**src/rtl/frame_scan_controller.sv**
```systemverilog
// Frame scan controller for the edge-detection frame buffer.
// It runs one frame in two phases. CAPTURE writes camera pixels in row-major
// order. SCAN then reads every interior 3x3 window for the Sobel stage, one
// cycle after each issue. The block also counts camera pixels that arrive
// outside CAPTURE.
module frame_scan_controller #(
  parameter int WIDTH   = 768,
  parameter int HEIGHT  = 512,
  parameter int COORD_W = 11,
  parameter int DROP_W  = 16
) (
  input  logic               CAMERA_CLK,
  input  logic               rst,
  input  logic               start,
  input  logic               abort,
  input  logic               pix_valid,
  input  logic               win_ready,
  output logic               readWrite,
  output logic [COORD_W-1:0] coordinate_X,
  output logic [COORD_W-1:0] coordinate_Y,
  output logic               win_valid,
  output logic [COORD_W-1:0] win_x,
  output logic [COORD_W-1:0] win_y,
  output logic               busy,
  output logic               frame_done,
  output logic [DROP_W-1:0]  dropped_pix,
  output logic [1:0]         state_o
);

  localparam logic [1:0] S_IDLE    = 2'd0;
  localparam logic [1:0] S_CAPTURE = 2'd1;
  localparam logic [1:0] S_SCAN    = 2'd2;
  localparam logic [1:0] S_DRAIN   = 2'd3;

  // Last full-frame coordinates and last interior coordinates.
  localparam logic [COORD_W-1:0] X_LAST  = COORD_W'(HEIGHT - 1);
  localparam logic [COORD_W-1:0] Y_LAST  = COORD_W'(WIDTH - 1);
  localparam logic [COORD_W-1:0] XI_LAST = COORD_W'(HEIGHT - 2);
  localparam logic [COORD_W-1:0] YI_LAST = COORD_W'(WIDTH - 2);
  localparam logic [COORD_W-1:0] C_ONE   = COORD_W'(1);
  localparam logic [DROP_W-1:0]  D_ONE   = DROP_W'(1);

  logic [1:0] state;
  logic [1:0] state_nxt;
  logic       pix_acc;
  logic       issue;
  logic       cap_last;
  logic       scan_last;

  assign pix_acc   = (state == S_CAPTURE) && pix_valid;
  assign issue     = (state == S_SCAN) && win_ready;
  assign cap_last  = pix_acc && (coordinate_X == X_LAST) && (coordinate_Y == Y_LAST);
  assign scan_last = issue && (coordinate_X == XI_LAST) && (coordinate_Y == YI_LAST);

  // State register.
  always_ff @(posedge CAMERA_CLK or posedge rst) begin
    if (rst) state <= S_IDLE;
    else     state <= state_nxt;
  end

  // Next-state logic. abort overrides everything, including start in IDLE.
  always_comb begin
    state_nxt = state;
    if (abort) begin
      state_nxt = S_IDLE;
    end else begin
      case (state)
        S_IDLE:    if (start)     state_nxt = S_CAPTURE;
        S_CAPTURE: if (cap_last)  state_nxt = S_SCAN;
        S_SCAN:    if (scan_last) state_nxt = S_DRAIN;
        default:                  state_nxt = S_IDLE;
      endcase
    end
  end

  // State-decoded outputs. readWrite follows pix_valid with no register so
  // that a camera pixel is written in the same cycle it arrives.
  always_comb begin
    readWrite  = pix_acc;
    busy       = (state != S_IDLE);
    frame_done = (state == S_DRAIN);
    state_o    = state;
  end

  // Buffer coordinates. CAPTURE walks the full frame; SCAN walks the interior only.
  always_ff @(posedge CAMERA_CLK or posedge rst) begin
    if (rst) begin
      coordinate_X <= '0;
      coordinate_Y <= '0;
    end else if (state_nxt == S_IDLE) begin
      coordinate_X <= '0;
      coordinate_Y <= '0;
    end else if (cap_last) begin
      coordinate_X <= C_ONE;
      coordinate_Y <= C_ONE;
    end else if (pix_acc) begin
      if (coordinate_Y == Y_LAST) begin
        coordinate_Y <= '0;
        coordinate_X <= coordinate_X + C_ONE;
      end else begin
        coordinate_Y <= coordinate_Y + C_ONE;
      end
    end else if (issue) begin
      if (coordinate_Y == YI_LAST) begin
        coordinate_Y <= C_ONE;
        coordinate_X <= coordinate_X + C_ONE;
      end else begin
        coordinate_Y <= coordinate_Y + C_ONE;
      end
    end
  end

  // Window tag: one-cycle-delayed copy of each issue. An abort discards the window.
  always_ff @(posedge CAMERA_CLK or posedge rst) begin
    if (rst) begin
      win_valid <= 1'b0;
      win_x     <= '0;
      win_y     <= '0;
    end else begin
      win_valid <= issue && !abort;
      if (issue) begin
        win_x <= coordinate_X;
        win_y <= coordinate_Y;
      end
    end
  end

  // Saturating count of camera pixels that arrive while the buffer is not capturing.
  always_ff @(posedge CAMERA_CLK or posedge rst) begin
    if (rst) begin
      dropped_pix <= '0;
    end else if (pix_valid && (state != S_CAPTURE) && (dropped_pix != '1)) begin
      dropped_pix <= dropped_pix + D_ONE;
    end
  end

endmodule

```
**config.mk**
```make
export PLATFORM = sky130hd
export DESIGN_NAME = frame_scan_controller
export DESIGN_NICKNAME = d
export VERILOG_FILES = /design/src/rtl/frame_scan_controller.sv
export SDC_FILE = /design/constraint.sdc
export NUM_CORES = 1
export LEC_CHECK = 0
export BUFFER_PORTS_ARGS = -buffer_cell sky130_fd_sc_hd__buf_4
export CELL_PAD_IN_SITES_DETAIL_PLACEMENT = 1
export CELL_PAD_IN_SITES_GLOBAL_PLACEMENT = 1
export CORE_ASPECT_RATIO = 1.75
export CORE_MARGIN = 2
export CORE_UTILIZATION = 25
export CTS_CLUSTER_SIZE = 30
export DETAILED_ROUTE_END_ITERATION = 7
export GPL_TIMING_DRIVEN = 1
export PLACE_DENSITY = 0.61
export SKIP_CTS_REPAIR_TIMING = 1
export SYNTH_ARGS = -nofsm -noshare
export SYNTH_HDL_FRONTEND = slang
export SYNTH_SLANG_ARGS = --single-unit
```
**constraint.sdc**
```tcl
create_clock -name CAMERA_CLK -period 2.2 [get_ports CAMERA_CLK]
set_input_delay 0.44 -clock CAMERA_CLK [delete_from_list [all_inputs] [get_ports CAMERA_CLK]]
set_output_delay 0.44 -clock CAMERA_CLK [all_outputs]
set_load 0.005 [all_outputs]
```
======== Yosys cells after proc, flatten, opt, wreduce, memory -nomap -nowiden ========
Index checks and enable logic that the tools add are counted.
operators by class
  muxes and demuxes ....................... 17
  equal/unequal tests ..................... 10
  reductions and logical operators ........ 16
  add/subtract/negate cells ............... 3
operator list
  operator                 number
  $mux W11                 12
  $add A11 B1 Y11 const B  2
  $eq A11 B10 Y1 const B   2
  $eq A11 B9 Y1 const B    2
  $add A16 B1 Y16 const B  1
  $ne A16 B16 Y1 const B   1
  $logic_and A1 B1 Y1      9
  $mux W2                  4
  $reduce_bool A4 Y1       2
  $pmux W2 S3              1
  $eq A2 B2 Y1 const B     2
  $logic_not A2 Y1         2
  $ne A4 B1 Y1 const B     1
  $reduce_and A3 Y1        1
  $eq A2 B1 Y1 const B     1
  $ne A2 B1 Y1 const B     1
  $reduce_bool A2 Y1       1
  $logic_not A1 Y1         1
storage, ports and cells
  output and inout port bits .............. 66
  word-level logic and storage cells ...... 53
  input port bits ......................... 6
  bits in registers ....................... 63

======== Longest topological paths before layout ========
Gate-level depths: netlist of the first run.
  depth in word-level cells ............... 10
  mapped depth ............................ 8

======== Worst setup path before layout of the first run ========
Ideal clock, no wire load.
  path type ............................... flip-flop to flip-flop
  start point ............................. register coordinate_Y[0]
  end point ............................... register coordinate_X[3]
  data arrival time ....................... 1.907 ns
  stages on the path, launching flop included .. 8
  buffers on the path ..................... 1
  setup time .............................. 0.078 ns
  period minus slack after synthesis ...... 1.985 ns
  required time ........................... 2.122 ns
  slack ................................... 0.215 ns
  cell sequence ........................... dfrtp_1 ha_1 nand3_1 nor2_1 and4_1 buf_2 or4_1 a21oi_1
between the ends
  cells in the longest elaborated chain, start to end .. 8
RTL lines
  item                                                                 RTL line  RTL
  start, declared                                                      20        output logic [COORD_W-1:0] coordinate_Y,
  start signal, assigned                                               101       coordinate_Y <= coordinate_Y + C_ONE;
  start signal, assigned                                               108       coordinate_Y <= coordinate_Y + C_ONE;
  $eq A11 B10 Y1 (on tied branches)                                    --
  $logic_and A1 B1 Y1 (on tied branches)                               53, 52
  $mux W2 (on tied branches)                                           70, 69
  $pmux W2 S3                                                          67        case (state)
  $mux W2                                                              64        if (abort) begin
  $logic_not A2 Y1                                                     90        end else if (state_nxt == S_IDLE) begin
  $ne A4 B1 Y1 (no line) / $reduce_bool A4 Y1 (equally long branches)  --
  $reduce_and A3 Y1 (no line)                                          --
  end signal, assigned                                                 99        coordinate_X <= coordinate_X + C_ONE;
  end signal, assigned                                                 106       coordinate_X <= coordinate_X + C_ONE;
  end, declared                                                        19        output logic [COORD_W-1:0] coordinate_X,
Several ways; a longest one is shown, not always the timed one.
A chain may end at the register's enable or synchronous reset.

======== Worst setup path after layout of the first run ========
  start point ............................. register coordinate_Y[0]
  end point ............................... register coordinate_X[5]
The elaborated chain is that of the path after synthesis.

==> flow_summary.yaml, run 1 <==
status:
  outcome: "finished clean"
logic_synthesis:
  ys_warn_count: 0
  syn_area_per_cell_sq_um: 10.9
  synth_edf_count: 0
  synth_area_sq_mm: 0.00304
  async_reset_ff_frac: 1.00
  synth_nets: 291
  ys_ff_latch: 63
  synth-main-ff-cell: "dfrtp_1"
  yosysSeqAreaShare: 0.518
  ys_types: 43
  syn_inst: 280
sta:
  finalMaxSlewViolations: 0
  setup_viol: 0
  max_slew_margin: 0.471
  skew_ns: 0.00792
  timing.fmax_ghz: 0.487
  fin_crit_sh: 0.933
  finalHoldViolCount: 0
  fin_crit_ns: 2.05
  final.setup.worst_slack_ns: 0.147
  worst_slew_pin_slew_ns: 0.793
clock_network:
  htreeDepth: 3
  worstSkewPairLatency_ns: 0.33
  cts_buffer_depth: 2
  cts_sinks: 63
  clk_pin_slew_worst_paths_ns: 0.05
  cts_buffers: 9
  cts_tree: "done"
  cts_root_buffer: "clkbuf_16"
cells_and_area:
  drive_gt1_frac: 0.361
  areaGrowthSynthToFinish_pct: 35.7
  stdcell_count: 508
  fin_nets: 377
  final_common_cell: "buf_4"
  antenna_cells: 0
  final_cell_mix: "86 x buf_4, 63 x dfrtp_1, 24 x nand2_1, 23 x nor2_1, 21 x mux2_2"
  final_util: 0.346
global_routing:
  grt-ovfl-total: 0
  grt_max_degree: 39
  antenna_found_initial: 0
  grt_pass1_wl_um: 13400
  grt_use_total: 0.132
  grt_pass1_vias: 2610
routing:
  wirelength_um: 8400
  drt_first_pass_iters: 4
  ant_nets: 0
  wl_per_cell_um: 16.5
  vias: 2557
  dr.first_iter.drc_count: 58
  viasPerCell: 5.03
  drc_errors: 0
critical_path:
  worst_setup_path_start_kind: "flop"
  reg2reg_to: "coordinate_X[5]$_DFFE_PP0P_"
  worstPathMaxFanout: 12
  crit_type: "reg -> reg"
  reg2regPathDepth: 6
  cp.arrival_ns: 2.30
  worstPathRequired_ns: 2.45
  worstSetupEndpointType: "flop"
  rrSetupSlack_ns: 0.15
  regToRegStartpoint: "coordinate_Y[0]$_DFFE_PP0P_"
floorplanning:
  initial_core_util: 0.255
  ios: 72
  core_sq_mm: 0.0119
  die_y_um: 150
  die_area_sq_mm: 0.0131
  rows: 53
  die_w_um: 87.4
placed_design:
  dpl_worst_slack_ns: 0.0488
  portBuffers: 71
  hpwl_um: 6260
  place.gp.congestion: 0.736
  dpl.cell_count: 492
power_and_ir_drop:
  p_total_mw: 3.05
  leakage_nw: 2.00
  max-vdd-ir-drop_mv: 0.349
  p_per_area_mw_per_mm2: 738
worst_hold_path:
  min_path_type: "in -> async"
run:
  drv_cap: 0
-- cells by family after synthesis --
group | after synthesis | share of synthesized area
compound gates | 36 | 0.0831
fa+ha+maj | 5 | 0.0206
mux | 21 | 0.0777
flops | 63 | 0.518
buf+inv | 17 | 0.0292
xor+xnor | 20 | 0.0576
simple gates | 118 | 0.213
-- critical path: stages, from the launching register on --
cell and delay [ns]:
dfrtp_1 0.45, ha_1 0.27, nand3_2 0.16, nor2_1 0.10
and4_2 0.30, or4_1 0.53, a21oi_1 0.16
-- report_power, final --
part / internal (mW) / switching [mW] / leakage (nW) / total (mW)
Combinational: 0.150 / 0.128 / 0.977 / 0.278
Sequential: 1.22 / 0.0922 / 0.867 / 1.31
Clock: 0.965 / 0.493 / 0.156 / 1.46
-- cell usage after synthesis, types with 2 or more instances --
library cell / count / area (sq um)
a211oi_1: 3 / 22.5
a21oi_1: 9 / 45.0
a2bb2oi_1: 3 / 26.3
a311oi_1: 5 / 43.8
a31oi_1: 7 / 43.8
and2_1: 2 / 12.5
and3_1: 6 / 37.5
and4_1: 5 / 43.8
buf_2: 2 / 10.0
buf_4: 2 / 15.0
buf_6: 2 / 22.5
clkbuf_1: 6 / 22.5
dfrtp_1: 63 / 1580
ha_1: 5 / 62.6
inv_1: 5 / 18.8
mux2_2: 21 / 236
nand2_1: 24 / 90.1
nand2b_1: 3 / 18.8
nand3_1: 15 / 75.1
nand3b_1: 2 / 15.0
nand4_1: 10 / 62.6
nor2_1: 23 / 86.3
nor3_1: 8 / 40.0
nor3b_1: 2 / 15.0
o21ai_0: 4 / 20.0
or3_1: 6 / 37.5
or4_1: 3 / 22.5
xnor2_1: 7 / 61.3
xor2_1: 13 / 114
-- worst max path at each step --
| stage | to | slack [ns] | startpoint | cells past startpoint |
|---|---|---|---|---|
| detailed placement | coordinate_X[3]$_DFFE_PP0P_ | 0.05 | coordinate_Y[0]$_DFFE_PP0P_ | 6 |
| CTS | coordinate_X[5]$_DFFE_PP0P_ | 0.003 | coordinate_Y[0]$_DFFE_PP0P_ | 6 |
| global route | coordinate_X[3]$_DFFE_PP0P_ | -0.0003 | coordinate_Y[0]$_DFFE_PP0P_ | 7 |
| floorplan | coordinate_X[0]$_DFFE_PP0P_ | 0.19 | rst | 1 |
| finish | coordinate_X[5]$_DFFE_PP0P_ | 0.15 | coordinate_Y[0]$_DFFE_PP0P_ | 6 |
| global placement | coordinate_X[5]$_DFFE_PP0P_ | 0.14 | coordinate_Y[0]$_DFFE_PP0P_ | 6 |
-- cell type report --
class	count	area, sq um
fillers	1332	7810
flip-flops and latches	63	1580
multi-input cells	200	1390
repair buffers	87	666
clock buffers	13	270
well taps	137	171
clock inverters	3	40.0
inverters	5	18.8
-- state kept, by name, summed over array words and instances (netlist names) --
signal        flops
coordinate_X     11
coordinate_Y     11
dropped_pix      16
state_o           2
win_valid         1
win_x            11
win_y            11
-- through the flow --
step	TNS, ns	hold WS [ns]	area, sq um
floorplan	0	0.473	3040
global route	-0.000310	0.0539	4130
global placement	0	0.390	3810
CTS	0	0.0409	4120
detailed placement	0	0.398	3810
finish	0	0.0402	4130
-- routing by layer --
layer  track usage  wire length, um  vias to the layer above
li1              -                -                     1188
met1         0.148             3300                     1305
met2         0.229             4540                       50
met3        0.0342              324                       14
met4        0.0638              232                        0
met5             0                0                        -
(Power assumes the default switching activity.)
==> inputs of run 2 (changes only) <==
--- a/config.mk
+++ b/config.mk
@@ -5,7 +5,6 @@
 export SDC_FILE = /design/constraint.sdc
 export NUM_CORES = 1
 export LEC_CHECK = 0
-export BUFFER_PORTS_ARGS = -buffer_cell sky130_fd_sc_hd__buf_4
 export CELL_PAD_IN_SITES_DETAIL_PLACEMENT = 1
 export CELL_PAD_IN_SITES_GLOBAL_PLACEMENT = 1
 export CORE_ASPECT_RATIO = 1.75
@@ -13,8 +12,9 @@
 export CORE_UTILIZATION = 25
 export CTS_CLUSTER_SIZE = 30
 export DETAILED_ROUTE_END_ITERATION = 7
+export DONT_BUFFER_PORTS = 1
 export GPL_TIMING_DRIVEN = 1
-export PLACE_DENSITY = 0.61
+export PLACE_DENSITY = 0.54
 export SKIP_CTS_REPAIR_TIMING = 1
 export SYNTH_ARGS = -nofsm -noshare
 export SYNTH_HDL_FRONTEND = slang
==> flow_summary.yaml, run 2 (synthesized netlist as in run 1, its figures left out) <==
critical_path:
  reg2regPathDepth: 6
  regToRegStartpoint: "coordinate_Y[0]$_DFFE_PP0P_"
  cp.arrival_ns: 2.26
  worstPathRequired_ns: 2.44
  worstPathMaxFanout: 12
  crit_type: "reg -> reg"
  worst_setup_path_start_kind: "flop"
  worstSetupEndpointType: "flop"
  reg2reg_to: "coordinate_X[3]$_DFFE_PP0P_"
  rrSetupSlack_ns: 0.18
floorplanning:
  rows: 53
  initial_core_util: 0.255
  die_w_um: 87.4
  ios: 72
  core_sq_mm: 0.0119
  die_y_um: 150
  die_area_sq_mm: 0.0131
clock_network:
  worstSkewPairLatency_ns: 0.33
  cts_sinks: 63
  cts_buffer_depth: 2
  clk_pin_slew_worst_paths_ns: 0.06
  cts_tree: "done"
  cts_buffers: 9
  htreeDepth: 3
  cts_root_buffer: "clkbuf_16"
routing:
  dr.first_iter.drc_count: 83
  drc_errors: 0
  wirelength_um: 8300
  viasPerCell: 5.08
  wl_per_cell_um: 18.8
  drt_first_pass_iters: 4
  ant_nets: 0
  vias: 2245
placed_design:
  hpwl_um: 6070
  portBuffers: 0
  dpl_worst_slack_ns: 0.168
  place.gp.congestion: 0.704
sta:
  max_slew_margin: 0.500
  finalSetupTns_ns: 0
  final.setup.worst_slack_ns: 0.180
  fin_crit_ns: 2.02
  timing.fmax_ghz: 0.495
  worst_slew_pin_slew_ns: 0.750
  rsz0062_at_grt: "no"
  finalHoldViolCount: 0
  finalMaxSlewViolations: 0
  fin_crit_sh: 0.918
  whs_ns: 0.0130
  setup_viol: 0
  skew_ns: 0.00583
cells_and_area:
  largest_reg_flops: 16
  drive_gt1_frac: 0.216
  seqCellArea_sq_mm: 0.00158
  multi_input_area_sq_mm: 0.00138
  fin_nets: 311
  final_cell_mix: "62 x dfrtp_1, 24 x nand2_1, 23 x nor2_1, 21 x mux2_2, 20 x buf_4"
  areaGrowthSynthToFinish_pct: 19.2
  regMostFlops: "dropped_pix"
  final_common_cell: "dfrtp_1"
  antenna_cells: 0
  final_util: 0.304
  fill_cells: 1365
run:
  drv_cap: 0
status:
  outcome: "finished clean"
global_routing:
  grt_pass1_vias: 2413
  grt_pass1_wl_um: 13200
  grt-ovfl-total: 0
  grt_max_degree: 44
  grt_use_total: 0.135
  antenna_found_initial: 0
power_and_ir_drop:
  leakage_nw: 1.64
  p_total_mw: 2.98
  p_per_area_mw_per_mm2: 821
  max-vdd-ir-drop_mv: 0.346
worst_hold_path:
  min_path_type: "in -> async"
[run 2: report_power, final]
part	total, mW	internal, mW	leakage (nW)	switching (mW)
clock	1.48	0.966	0.156	0.516
sequential	1.32	1.22	0.866	0.0994
combinational	0.174	0.0762	0.623	0.0974
total	2.98	2.26	1.64	0.713
[run 2: worst max-delay path by stage]
stage	from	to	slack [ns]
floorplan	rst	coordinate_X[0]$_DFFE_PP0P_	0.19
global placement	coordinate_Y[0]$_DFFE_PP0P_	coordinate_X[5]$_DFFE_PP0P_	0.25
detailed placement	coordinate_Y[0]$_DFFE_PP0P_	coordinate_X[3]$_DFFE_PP0P_	0.17
CTS	coordinate_Y[0]$_DFFE_PP0P_	coordinate_X[3]$_DFFE_PP0P_	0.13
global route	state_o[1]$_DFF_PP0_	coordinate_X[0]$_DFFE_PP0P_	0.009
finish	coordinate_Y[0]$_DFFE_PP0P_	coordinate_X[3]$_DFFE_PP0P_	0.18
[run 2: critical path, cell delays in order (launching register included)]
cell	delay, ns
dfrtp_2	0.45
ha_1	0.24
nand3_1	0.12
nor2_1	0.08
and4_1	0.32
or4_1	0.55
a21oi_1	0.17
[run 2: layout make-up]
class                           instances  area share
Clock buffer                           13      0.0746
Inverter                                5     0.00518
Timing Repair Buffer                   21      0.0469
Multi-Input combinational cell        200       0.380
Tap cell                              137      0.0473
Sequential cell                        63       0.435
Clock inverter                          3      0.0110
[run 2: per-stage QoR]
| step | cells | cell area (sq um) |
|---|---|---|
| 2_1_floorplan | 280 | 3040 |
| 3_3_place_gp | 426 | 3310 |
| 6_report | 442 | 3620 |
| 5_1_grt | 442 | 3620 |
| 3_5_place_dp | 426 | 3310 |
| 4_1_cts | 442 | 3620 |
[run 2: metal layers]
layer | wire length, um | global-route usage
met5 | 0 | 0
met2 | 4560 | 0.238
met1 | 3110 | 0.144
met3 | 466 | 0.0403
met4 | 161 | 0.0615
==> inputs of run 3 (changes only) <==
--- a/config.mk
+++ b/config.mk
@@ -5,6 +5,7 @@
 export SDC_FILE = /design/constraint.sdc
 export NUM_CORES = 1
 export LEC_CHECK = 0
+export ABC_AREA = 1
 export CELL_PAD_IN_SITES_DETAIL_PLACEMENT = 1
 export CELL_PAD_IN_SITES_GLOBAL_PLACEMENT = 1
 export CORE_ASPECT_RATIO = 1.75
@@ -14,7 +15,7 @@
 export DETAILED_ROUTE_END_ITERATION = 7
 export DONT_BUFFER_PORTS = 1
 export GPL_TIMING_DRIVEN = 1
-export PLACE_DENSITY = 0.54
+export PLACE_DENSITY = 0.56
 export SKIP_CTS_REPAIR_TIMING = 1
 export SYNTH_ARGS = -nofsm -noshare
 export SYNTH_HDL_FRONTEND = slang
==> flow_summary.yaml, run 3 <==
critical_path:
  worst_path_most_repeated_cell: "nand2_2"
  crit_buf_inv: 1
  worstPathMaxFanout: 30
  reg2reg_to: "coordinate_Y[2]$_DFFE_PP0P_"
  cp.arrival_ns: 2.15
  slowest_stage: "dfrtp_1"
  critPathTopFamily: "simple AND/OR/NAND/NOR gates"
  reg2regPathDepth: 12
  path_cells: "ha_1, inv_2, nor2_2, nand2_2, nor2_4, nand2_2, nand2_1, nand2_1, nand2_2, nand2_8, nand2_8, nor2_2"
  regToRegStartpoint: "coordinate_Y[1]$_DFFE_PP0P_"
  worstPathRequired_ns: 2.41
  worstSetupEndpointType: "flop"
  crit_type: "reg -> reg"
  rrSetupSlack_ns: 0.27
  worst_setup_path_start_kind: "flop"
  critPathMaxStageDelay_ns: 0.44
routing:
  drc_errors: 0
  ant_nets: 0
  vias: 2795
  dr.first_iter.drc_count: 99
  viasPerCell: 4.58
  wl_per_cell_um: 16.6
  wirelength_um: 10100
  drt_first_pass_iters: 4
cells_and_area:
  final_cell_area_sq_mm: 0.00402
  antenna_cells: 0
  largest_reg_flops: 16
  final_common_cell: "nand2_1"
  drive_gt1_frac: 0.188
  final_cell_mix: "82 x nand2_1, 63 x dfrtp_1, 54 x inv_1, 38 x nand3_1, 31 x nor2_1"
  stdcell_count: 610
  fill_cells: 1651
  fin_nets: 444
  regMostFlops: "dropped_pix"
  final_util: 0.299
  areaGrowthSynthToFinish_pct: 16.2
placed_design:
  place.gp.congestion: 0.861
  hpwl_um: 7670
  portBuffers: 0
  dpl_worst_slack_ns: 0.0717
  place_area_sq_mm: 0.00374
  dpl.cell_count: 596
logic_synthesis:
  synth_nets: 426
  synth_area_leaders: "dfrtp_1 46%, nand2_1 9.0%, inv_1 6.0%, xor2_1 5.8%, nand3_1 5.6%"
  synth_area_leader_cell: "dfrtp_1"
  ys_ff_latch: 63
  synth.top_cell.area_share: 0.456
  synth_edf_count: 0
  yosysSeqAreaShare: 0.456
  syn_area_per_cell_sq_um: 8.33
  async_reset_ff_frac: 1.00
  synth_common_cells: "83 x nand2_1, 63 x dfrtp_1, 55 x inv_1"
  synth-main-ff-cell: "dfrtp_1"
  ys_warn_count: 0
  yosysMostFrequentCell: "nand2_1"
  syn_inst: 415
  ys_types: 34
  synth_area_sq_mm: 0.00346
floorplanning:
  rows: 56
  initial_core_util: 0.257
  die_area_sq_mm: 0.0148
  die_y_um: 160
  core_sq_mm: 0.0135
  ios: 72
  die_w_um: 92.9
global_routing:
  grt_pass1_wl_um: 16700
  grt_max_degree: 64
  grt_pass1_vias: 3149
  grt-ovfl-total: 0
  antenna_found_initial: 0
  grt_use_total: 0.147
sta:
  finalMaxSlewViolations: 0
  finalSetupTns_ns: 0
  setup_viol: 0
  max_slew_margin: 0.639
  whs_ns: 0.0663
  rsz0062_at_grt: "no"
  fin_crit_ns: 1.93
  timing.fmax_ghz: 0.517
  fin_crit_sh: 0.879
  worst_slew_pin_slew_ns: 0.537
  skew_ns: 0.00794
  final.setup.worst_slack_ns: 0.266
  finalHoldViolCount: 0
run:
  drv_cap: 0
power_and_ir_drop:
  p_seq_frac: 0.461
  pwr-share-clk: 0.431
  internal-power_mw: 2.17
  combPwrFrac: 0.108
  power_switching_mw: 0.876
  swShare: 0.288
  p_per_area_mw_per_mm2: 758
  leakage_nw: 1.86
  max-vdd-ir-drop_mv: 0.417
  p_total_mw: 3.05
clock_network:
  cts_buffer_depth: 2
  cts_root_buffer: "clkbuf_16"
  cts_sinks: 63
  clk_pin_slew_worst_paths_ns: 0.05
  worstSkewPairLatency_ns: 0.33
  cts_buffers: 9
  cts_tree: "done"
  htreeDepth: 3
worst_hold_path:
  min_path_type: "in -> async"
status:
  outcome: "finished clean"
==> run 3: cell types whose count changed after synthesis, moves of 8 or more <==
cell	delta
xor2_1	+10
mux2_2	-17
nand2_2	+12
nand3_1	+24
o21ai_0	+25
nand3_2	+8
inv_1	+50
nand2_1	+59
nor2_1	+9
nor2_2	+8
==> run 3: cells by family after synthesis <==
group,synth area share
mux,0.0130
buf+inv,0.0909
compound gates,0.0583
xor+xnor,0.0608
simple gates,0.303
flops,0.456
fa+ha+maj,0.0181
==> run 3: worst max path at each step <==
stage,from,end,depth (start not counted)
finish,coordinate_Y[1]$_DFFE_PP0P_,coordinate_Y[2]$_DFFE_PP0P_,12
CTS,coordinate_Y[0]$_DFFE_PP0P_,coordinate_Y[2]$_DFFE_PP0P_,12
detailed placement,coordinate_Y[0]$_DFFE_PP0P_,coordinate_Y[8]$_DFFE_PP0P_,12
global route,coordinate_Y[1]$_DFFE_PP0P_,coordinate_X[8]$_DFFE_PP0P_,12
global placement,coordinate_Y[0]$_DFFE_PP0P_,coordinate_X[2]$_DFFE_PP0P_,12
floorplan,rst,coordinate_X[0]$_DFFE_PP0P_,1
==> run 3: layer usage <==
| metal | track usage | vias up | routed length (um) | share of wire |
|---|---|---|---|---|
| li1 | - | 1347 | - | - |
| met4 | 0.0775 | 0 | 405 | 0.040 |
| met1 | 0.145 | 1369 | 3600 | 0.36 |
| met2 | 0.269 | 56 | 5630 | 0.56 |
| met5 | 0 | - | 0 | 0 |
| met3 | 0.0416 | 23 | 487 | 0.048 |
==> run 3: worst register-to-register path, delay by kind of cell (launching register included) <==
| kind | cells | cell delay [ns] |
|---|---|---|
| simple gates | 10 | 1.10 |
| flops | 1 | 0.44 |
| fa+ha+maj | 1 | 0.24 |
| buf+inv | 1 | 0.04 |
==> run 3: area by class of cell <==
type                            instances  area [sq um]  area share
Multi-Input combinational cell        280          1580       0.394
Sequential cell                        63          1580       0.393
Clock buffer                           13           260      0.0648
Inverter                               63           240      0.0598
Tap cell                              174           218      0.0542
Timing Repair Buffer                   16           133      0.0330
Clock inverter                          1          5.00     0.00125
==> run 3: power by group through the flow <==
stage               combinational [mW]  clock [mW]  sequential [mW]
finish                           0.328        1.31             1.40
global route                     0.388        1.40             1.43
CTS                              0.334        1.36             1.41
detailed placement               0.331           0             1.43
global placement                 0.314           0             1.42
floorplan                        0.257           0             1.38
